**src/rtl/ltpi_rx_frame_lock_if.sv**
```systemverilog
// Symbol-in / frame-out bus of the LTPI receive framer.
// Handshake: sym_valid qualifies sym_data and sym_k for exactly the cycle it is
// high; there is no backpressure, so a byte is consumed on every clk edge where
// sym_valid=1. frm_valid is a one-cycle strobe that qualifies frm_crc_err;
// frm_data stays stable until the next frm_valid.
interface ltpi_rx_frame_lock_if #(
  parameter int FRAME_LEN = 16
);
  logic                   sym_valid;
  logic [7:0]             sym_data;
  logic                   sym_k;
  logic                   frm_valid;
  logic [8*FRAME_LEN-1:0] frm_data;
  logic                   frm_crc_err;

  modport master (
    output sym_valid, sym_data, sym_k,
    input  frm_valid, frm_data, frm_crc_err
  );

  modport slave (
    input  sym_valid, sym_data, sym_k,
    output frm_valid, frm_data, frm_crc_err
  );
endinterface

```
**src/rtl/ltpi_rx_frame_lock.sv**
```systemverilog
// LTPI receive framer: comma hunt, CRC-8 per frame, lock qualification over
// consecutive good frames and loss-of-alignment detection once locked.
module ltpi_rx_frame_lock #(
  parameter int FRAME_LEN   = 16,
  parameter int LOCK_CNT    = 2,
  parameter int UNLOCK_CNT  = 3,
  parameter int SUBTYPE_CHK = 1,
  parameter int ERR_CNT_W   = 16
) (
  input  logic                   clk,
  input  logic                   reset,
  ltpi_rx_frame_lock_if.slave    bus,
  output logic                   aligned,
  output logic [1:0]             lock_state,
  output logic                   realign_req,
  output logic [ERR_CNT_W-1:0]   crc_err_cnt,
  input  logic                   err_cnt_clr
);

  localparam int OFF_W = $clog2(FRAME_LEN);
  localparam int LAST  = FRAME_LEN - 1;
  localparam int DW    = 8 * FRAME_LEN;

  typedef enum logic [1:0] {
    HUNT    = 2'd0,
    CHECK   = 2'd1,
    ALIGNED = 2'd2
  } state_t;

  state_t           state;
  logic [OFF_W-1:0] offset;
  logic [7:0]       crc;
  logic [3:0]       good_cnt;
  logic [3:0]       bad_cnt;
  logic             frame_err;   // comma placement error seen earlier in this frame
  logic [DW-1:0]    shadow;

  logic          is_comma;
  logic          at_start;
  logic          at_last;
  logic          crc_ok;
  logic          sub_ok;
  logic          pos_err;
  logic          aligned_bad;
  logic          err_inc;
  logic [DW-1:0] frame_out;

  // CRC-8, polynomial 0x07, MSB of the byte shifted in first
  function automatic logic [7:0] crc8_step(input logic [7:0] c, input logic [7:0] d);
    logic [7:0] r;
    logic       fb;
    r = c;
    for (int i = 7; i >= 0; i--) begin
      fb = r[7] ^ d[i];
      r  = {r[6:0], 1'b0} ^ (fb ? 8'h07 : 8'h00);
    end
    return r;
  endfunction

  assign lock_state = state;

  // Per-byte classification of the incoming symbol against the current offset
  always_comb begin
    is_comma    = bus.sym_k && ((bus.sym_data == 8'hBC) || (bus.sym_data == 8'hDC));
    at_start    = (offset == '0);
    at_last     = (offset == OFF_W'(LAST));
    crc_ok      = (crc == bus.sym_data);
    sub_ok      = (SUBTYPE_CHK == 0) || (shadow[15:8] == 8'h00);
    pos_err     = (at_start != is_comma);
    aligned_bad = frame_err || pos_err || !crc_ok;
    err_inc     = bus.sym_valid && (state == ALIGNED) && at_last && aligned_bad;
    frame_out   = shadow;
    frame_out[LAST*8 +: 8] = bus.sym_data;
  end

  // Lock FSM, framing counters, frame output registers and error counter
  always_ff @(posedge clk or posedge reset) begin
    if (reset) begin
      state           <= HUNT;
      offset          <= '0;
      crc             <= 8'h00;
      good_cnt        <= 4'd0;
      bad_cnt         <= 4'd0;
      frame_err       <= 1'b0;
      shadow          <= '0;
      bus.frm_valid   <= 1'b0;
      bus.frm_data    <= '0;
      bus.frm_crc_err <= 1'b0;
      aligned         <= 1'b0;
      realign_req     <= 1'b0;
      crc_err_cnt     <= '0;
    end else begin
      bus.frm_valid <= 1'b0;
      realign_req   <= 1'b0;

      // Clear wins over a same-cycle increment
      if (err_cnt_clr)                       crc_err_cnt <= '0;
      else if (err_inc && (crc_err_cnt != '1)) crc_err_cnt <= crc_err_cnt + 1'b1;

      if (bus.sym_valid) begin
        case (state)
          HUNT: begin
            if (is_comma) begin
              shadow[7:0] <= bus.sym_data;
              crc         <= crc8_step(8'h00, bus.sym_data);
              offset      <= OFF_W'(1);
              good_cnt    <= 4'd0;
              frame_err   <= 1'b0;
              state       <= CHECK;
            end
          end

          CHECK: begin
            if (is_comma && !at_start) begin
              // Misplaced comma: abandon the partial frame and start over here
              shadow[7:0] <= bus.sym_data;
              crc         <= crc8_step(8'h00, bus.sym_data);
              offset      <= OFF_W'(1);
              good_cnt    <= 4'd0;
            end else if (at_start && !is_comma) begin
              state    <= HUNT;
              good_cnt <= 4'd0;
            end else if (at_last) begin
              offset          <= '0;
              crc             <= 8'h00;
              bus.frm_valid   <= 1'b1;
              bus.frm_data    <= frame_out;
              bus.frm_crc_err <= !crc_ok;
              if (crc_ok && sub_ok) begin
                if ((good_cnt + 4'd1) == 4'(LOCK_CNT)) begin
                  state    <= ALIGNED;
                  aligned  <= 1'b1;
                  good_cnt <= 4'd0;
                  bad_cnt  <= 4'd0;
                end else begin
                  good_cnt <= good_cnt + 4'd1;
                end
              end else begin
                state    <= HUNT;
                good_cnt <= 4'd0;
              end
            end else begin
              shadow[offset*8 +: 8] <= bus.sym_data;
              offset                <= offset + 1'b1;
              crc                   <= crc8_step(crc, bus.sym_data);
            end
          end

          ALIGNED: begin
            // Free-running framing: comma errors only taint the frame
            if (at_last) begin
              offset          <= '0;
              crc             <= 8'h00;
              frame_err       <= 1'b0;
              bus.frm_valid   <= 1'b1;
              bus.frm_data    <= frame_out;
              bus.frm_crc_err <= aligned_bad;
              if (aligned_bad) begin
                if ((bad_cnt + 4'd1) == 4'(UNLOCK_CNT)) begin
                  state       <= HUNT;
                  aligned     <= 1'b0;
                  realign_req <= 1'b1;
                  bad_cnt     <= 4'd0;
                end else begin
                  bad_cnt <= bad_cnt + 4'd1;
                end
              end else begin
                bad_cnt <= 4'd0;
              end
            end else begin
              shadow[offset*8 +: 8] <= bus.sym_data;
              offset                <= offset + 1'b1;
              crc                   <= crc8_step(crc, bus.sym_data);
              if (pos_err) frame_err <= 1'b1;
            end
          end

          default: state <= HUNT;
        endcase
      end
    end
  end

endmodule

```
**src/flat_wrapper.sv**
```systemverilog
// flat-port wrapper written by rule: the top's interface ports become plain ports
module ltpi_rx_frame_lock_flat 
#(
  parameter int FRAME_LEN   = 16,
  parameter int LOCK_CNT    = 2,
  parameter int UNLOCK_CNT  = 3,
  parameter int SUBTYPE_CHK = 1,
  parameter int ERR_CNT_W   = 16
)
  (clk, reset, aligned, lock_state, realign_req, crc_err_cnt, err_cnt_clr, bus_sym_valid, bus_sym_data, bus_sym_k, bus_frm_valid, bus_frm_data, bus_frm_crc_err);
  ltpi_rx_frame_lock_if #(.FRAME_LEN(FRAME_LEN)) bus_i ();
  input  logic clk;
  input  logic reset;
  output logic aligned;
  output logic [1:0] lock_state;
  output logic realign_req;
  output logic [ERR_CNT_W-1:0] crc_err_cnt;
  input  logic err_cnt_clr;
  input wire logic [$bits(bus_i.sym_valid)-1:0] bus_sym_valid;
  input wire logic [$bits(bus_i.sym_data)-1:0] bus_sym_data;
  input wire logic [$bits(bus_i.sym_k)-1:0] bus_sym_k;
  output wire logic [$bits(bus_i.frm_valid)-1:0] bus_frm_valid;
  output wire logic [$bits(bus_i.frm_data)-1:0] bus_frm_data;
  output wire logic [$bits(bus_i.frm_crc_err)-1:0] bus_frm_crc_err;
  assign bus_i.sym_valid = bus_sym_valid;
  assign bus_i.sym_data = bus_sym_data;
  assign bus_i.sym_k = bus_sym_k;
  assign bus_frm_valid = bus_i.frm_valid;
  assign bus_frm_data = bus_i.frm_data;
  assign bus_frm_crc_err = bus_i.frm_crc_err;
  ltpi_rx_frame_lock #(.FRAME_LEN(FRAME_LEN), .LOCK_CNT(LOCK_CNT), .UNLOCK_CNT(UNLOCK_CNT), .SUBTYPE_CHK(SUBTYPE_CHK), .ERR_CNT_W(ERR_CNT_W)) u_core (.clk(clk), .reset(reset), .bus(bus_i), .aligned(aligned), .lock_state(lock_state), .realign_req(realign_req), .crc_err_cnt(crc_err_cnt), .err_cnt_clr(err_cnt_clr));
endmodule
```
**config.mk**
```make
export PLATFORM = sky130hd
export DESIGN_NAME = ltpi_rx_frame_lock_flat
export DESIGN_NICKNAME = d
export VERILOG_FILES = /design/src/rtl/ltpi_rx_frame_lock_if.sv /design/src/rtl/ltpi_rx_frame_lock.sv /design/src/flat_wrapper.sv
export SDC_FILE = /design/constraint.sdc
export NUM_CORES = 1
export LEC_CHECK = 0
export CORE_MARGIN = 8
export CORE_UTILIZATION = 50
export DETAILED_ROUTE_END_ITERATION = 10
export GPL_ROUTABILITY_DRIVEN = 0
export PLACE_DENSITY = 0.85
export RECOVER_POWER = 25
export SLEW_MARGIN = 5
export SYNTH_ARGS = -nofsm -noshare
export SYNTH_HDL_FRONTEND = slang
export SYNTH_SLANG_ARGS = --single-unit
```
**constraint.sdc**
```tcl
create_clock -name clk -period 8.8 [get_ports clk]
set_input_delay 0.88 -clock clk [delete_from_list [all_inputs] [get_ports clk]]
set_output_delay 0.88 -clock clk [all_outputs]
set_load 0.005 [all_outputs]
```
After elaboration in Yosys (flattened, before gate mapping)
Index checks and enable logic that the tools add are counted.
- output and inout bits: 150
- memory bits (writable): 0
- bits in latches: 0
- logic and storage cells: 199
- flip-flop bits (word level): 299
- bits in read-only memories: 0
- bits of input ports: 13
- memories kept: 0
- $mul: 0
- mux-type cells: 94
- magnitude comparators: 0
- bitwise logic cells: 30
- reductions and logical operators: 30
- shifts and indexed selects: 2
- add/subtract/negate cells: 5
- divide/modulo/power cells: 0
- equal/unequal tests: 24
- operator list (cell ; number):
    $mux W128 ; 5
    $pmux W128 S2 ; 1
    $pmux W120 S2 ; 1
    $bwmux W128 ; 1
    $shift A8 B34 Y128 const A ; 1
    $shiftx A8 B34 Y128 ; 1
    $mux W120 ; 1
    $xor A8 B8 Y8 ; 12
    $mux W4 ; 18
    $mux W3 ; 16
    $mux W8 ; 6
    $pmux W8 S3 ; 2
    $neg A7 Y34 ; 1
    $mux W16 ; 2
    $mux W1 ; 24
    $xor A8 B3 Y8 ; 3
    $mux W2 ; 9
    $add A16 B1 Y16 const B ; 1
    $eq A8 B8 Y1 const B ; 2
    $ne A16 B16 Y1 const B ; 1
    $pmux W4 S2 ; 2
    $reduce_and A4 Y1 ; 4
    $reduce_and A8 Y1 ; 2
    $xor A1 B1 Y1 ; 14
    27 further kinds ; 55

Logic depth before layout (Yosys ltp)
- depth after elaboration: 28
- depth in mapped cells: 14

Least setup slack after synthesis
Ideal clock, no wire load.
- kind: input to register
- from: in bus_sym_data[5]
- to: reg with a tool-made name
- stages: 11
- setup time: 0.125 ns
- arrival time: 3.476 ns
- slack: 5.199 ns
- data required time: 8.675 ns
- cell sequence: clkbuf_1 -> inv_1 -> ha_1 -> a22o_1 -> nand2_1 -> inv_1 -> ha_1 -> o21ai_0 -> o2111ai_2 -> nor3_2 -> mux2_2
- RTL lines (element ; RTL line ; RTL):
    start: declaration ; flat_wrapper.sv:20 ; input wire logic [$bits(bus_i.sym_data)-1:0] bus_sym_data;

==> results.yml <==
power_and_ir_drop:
  swShare_pct: 31.7
  p_seq_share_pct: 43.5
  power.leakage_uw: 0.00726
  ir_worst_vdd_v: 0.000190
  power_uw: 3680
  clock_power_share_pct: 32.6
  power.density_nw_per_um2: 234
  switchingPower_uw: 1160
  pwr-share-comb_pct: 24.0
  internal_power_uw: 2510
die:
  die_w_um: 177
  die_area_um2: 31300
  start_util_pct: 50.2
  coreArea_um2: 25800
  die_h_um: 177
  rows: 59
  ios: 163
placed_design:
  place_inst: 1533
  dp.final_hpwl_um: 20700
  numPortBuffers: 162
synth:
  syn_area_um2: 12900
  avgSynthCellArea_um2: 11.9
  synth_top_cell_by_area: "dfrtp_1"
  ys_top_cells_by_count: "291 x dfrtp_1, 173 x mux2_2, 89 x nand2_1, 89 x o21ai_0"
  ys_types: 69
  ys_async_sr_fraction_pct: 100
  yosys_most_used_dff: "dfrtp_1"
  syn-num-nets: 1126
  synth-seq-cells: 291
  synth_edf_count: 0
  syn_inst: 1089
  synth_seq_area_share_pct: 56.3
  synth_area_leaders: "dfrtp_1 56%, mux2_2 15%, o21ai_0 3.4%"
  ys_warn_count: 0
  synth.most_common_cell: "dfrtp_1"
  synth_top_area_share_pct: 56.3
worst_setup_path:
  cp-startpoint: "reset"
  worstPathCellList: "dlygate4sd3_1 -> clkinvlp_2 -> clkbuf_1"
  crit_path_end_kind: "asynchronous set/reset pin"
  rr_startpoint: "u_core.offset[0]"
  start_kind: "primary input"
  critPathSlowestCell: "clkbuf_1"
  r2r-end: "u_core.bus.frm_data[124]"
  path_class: "primary input to asynchronous set/reset pin"
  cp_slowest_stage_delay_ns: 2.90
  critPathBufInv: 3
  cp_top_family: "buffers and inverters"
  crit_arrival_ns: 4.85
  reg2regPathDepth: 9
  path_max_fanout: 79
  path_depth: 3
  required_ns: 8.50
  rrSetupSlack_ns: 4.06
global_routing:
  antenna_found_initial: 2
  grt_pass1_vias: 9152
  grt_max_degree: 199
  grt_pass1_wl_um: 49700
  grt_usage_pct: 19.6
  grt_remaining_overflow: 0
cts:
  cts_hold_buffers: 0
  cts.repair.resized: 0
  clockBufferDepth: 3
  clock-sinks: 291
  htree_levels: 1
  path_clk_slew_ns: 0.06
  cts_buffers: 29
  post_cts.repair.setup_buffers: 0
  cts_tree: "built"
  clk_latency_ns: 0.55
  cts_root_buf: "clkbuf_16"
timing:
  tns_ns: 0
  rsz0062_at_grt: "no"
  fin_crit_sh_pct: 58.6
  finalCriticalPeriod_ns: 5.15
  setup_viol: 0
  final_max_slew_viol_count: 80
  relSlewSlack_pct: -172
  hold_viol: 0
  fin_skew_ns: 0.00754
  fmax_ghz: 0.194
  worst_pin_slew_ns: 4.08
route:
  wl_um: 30700
  vias: 8955
  postRouteAntennaNets: 0
  initialDrtViolationCount: 682
  wl_per_cell_um: 19.4
  viasPerCell: 5.65
  dr.pass1.iters: 5
  drc_errors: 0
status:
  violations: "max-capacitance violations, max-slew violations"
  status: "complete, but fails checks"
finish:
  fin_cells: 1585
  fin_nets: 1266
  final_layout_size_suffix_gt1_share_pct: 20.3
  area_growth_pct: 21.5
run:
  drv_cap: 1
min_path:
  min_path_type: "register to register"
worst min path at each step:
stage          cells past startpoint      from  endpoint  slack (ns)
6_report                           2  register  register        0.48
5_1_grt                            2  register  register        0.50
4_1_cts                            2  register  register        0.48
3_5_place_dp                       2  register  register        0.47
3_3_place_gp                       2  register  register        0.46
2_1_floorplan                      2  register  register        0.45
per-stage QoR:
step                      setup WS [ns]  hold slack (ns)  utilization [%]  area [um^2]
after floorplan                    4.06            0.446                -        12900
after global placement             3.66            0.459             57.4        14800
after detailed placement           3.46            0.467             57.4        14800
after CTS                          4.01            0.482             61.0        15700
after global routing               2.61            0.500             61.0        15700
final                              3.65            0.481             61.0        15700
power groups by stage:
stage | Combinational [uW] | Clock, uW | Sequential [uW]
after global routing | 975 | 1280 | 1620
after global placement | 844 | 0 | 1610
after floorplan | 674 | 0 | 1580
after CTS | 879 | 1230 | 1600
after detailed placement | 871 | 0 | 1620
final | 882 | 1200 | 1600
layer usage:
metal  GRT usage [%]  share of wire, %  up-vias
met3            4.37               6.3       58
li1                -                 -     4103
met4            6.02               2.5        2
met5               0             0.042        -
met1            25.6                43     4536
met2            32.2                48      256
cells by family after synthesis:
family          after synthesis  synth area share, %
fa+ha+maj                    24                 2.32
xor+xnor                     46                 3.26
mux                         175                 15.2
compound gates              161                 7.85
simple gates                288                 11.7
buf+inv                     104                 3.31
flops                       291                 56.3
layout by cell type, fill, tap and decap left out, drive strengths merged, types with 3 or more instances in the layout:
| cell | n |
|---|---|
| dfrtp | 291 |
| mux2 | 174 |
| clkdlybuf4s50 | 161 |
| o21ai | 90 |
| nand2 | 89 |
| nor2 | 45 |
| inv | 43 |
| nand3 | 43 |
| clkbuf | 41 |
| xnor2 | 36 |
| ha | 24 |
| and3 | 22 |
| nor4 | 20 |
| a21oi | 19 |
| nor3 | 16 |
| and2 | 13 |
| xor2 | 10 |
| nand2b | 8 |
| clkinv | 8 |
| a2bb2oi | 7 |
| buf | 7 |
| nand4 | 6 |
| a221oi | 5 |
| or3 | 5 |
| o31ai | 5 |
| nor2b | 4 |
| a21bo | 3 |
| nand3b | 3 |
| nor4b | 3 |
| and4 | 3 |
| a31o | 3 |
| o2111ai | 3 |
tightest hold or removal path: stages, from the launching register on:
cell and delay, ns:
dfrtp_1 0.34, nand2_1 0.04, o21ai_0 0.06
layout make-up:
cell class              count  area [um^2]
multi-input cells         694         5240
well taps                 335          419
clock inverters            11          109
flip-flops and latches    291         7280
diodes                      1         2.50
fillers                  2016        10100
repair buffers            170         1690
clock buffers              40          807
inverters                  43          163
No activity file was read; power rests on OpenSTA's default activity.
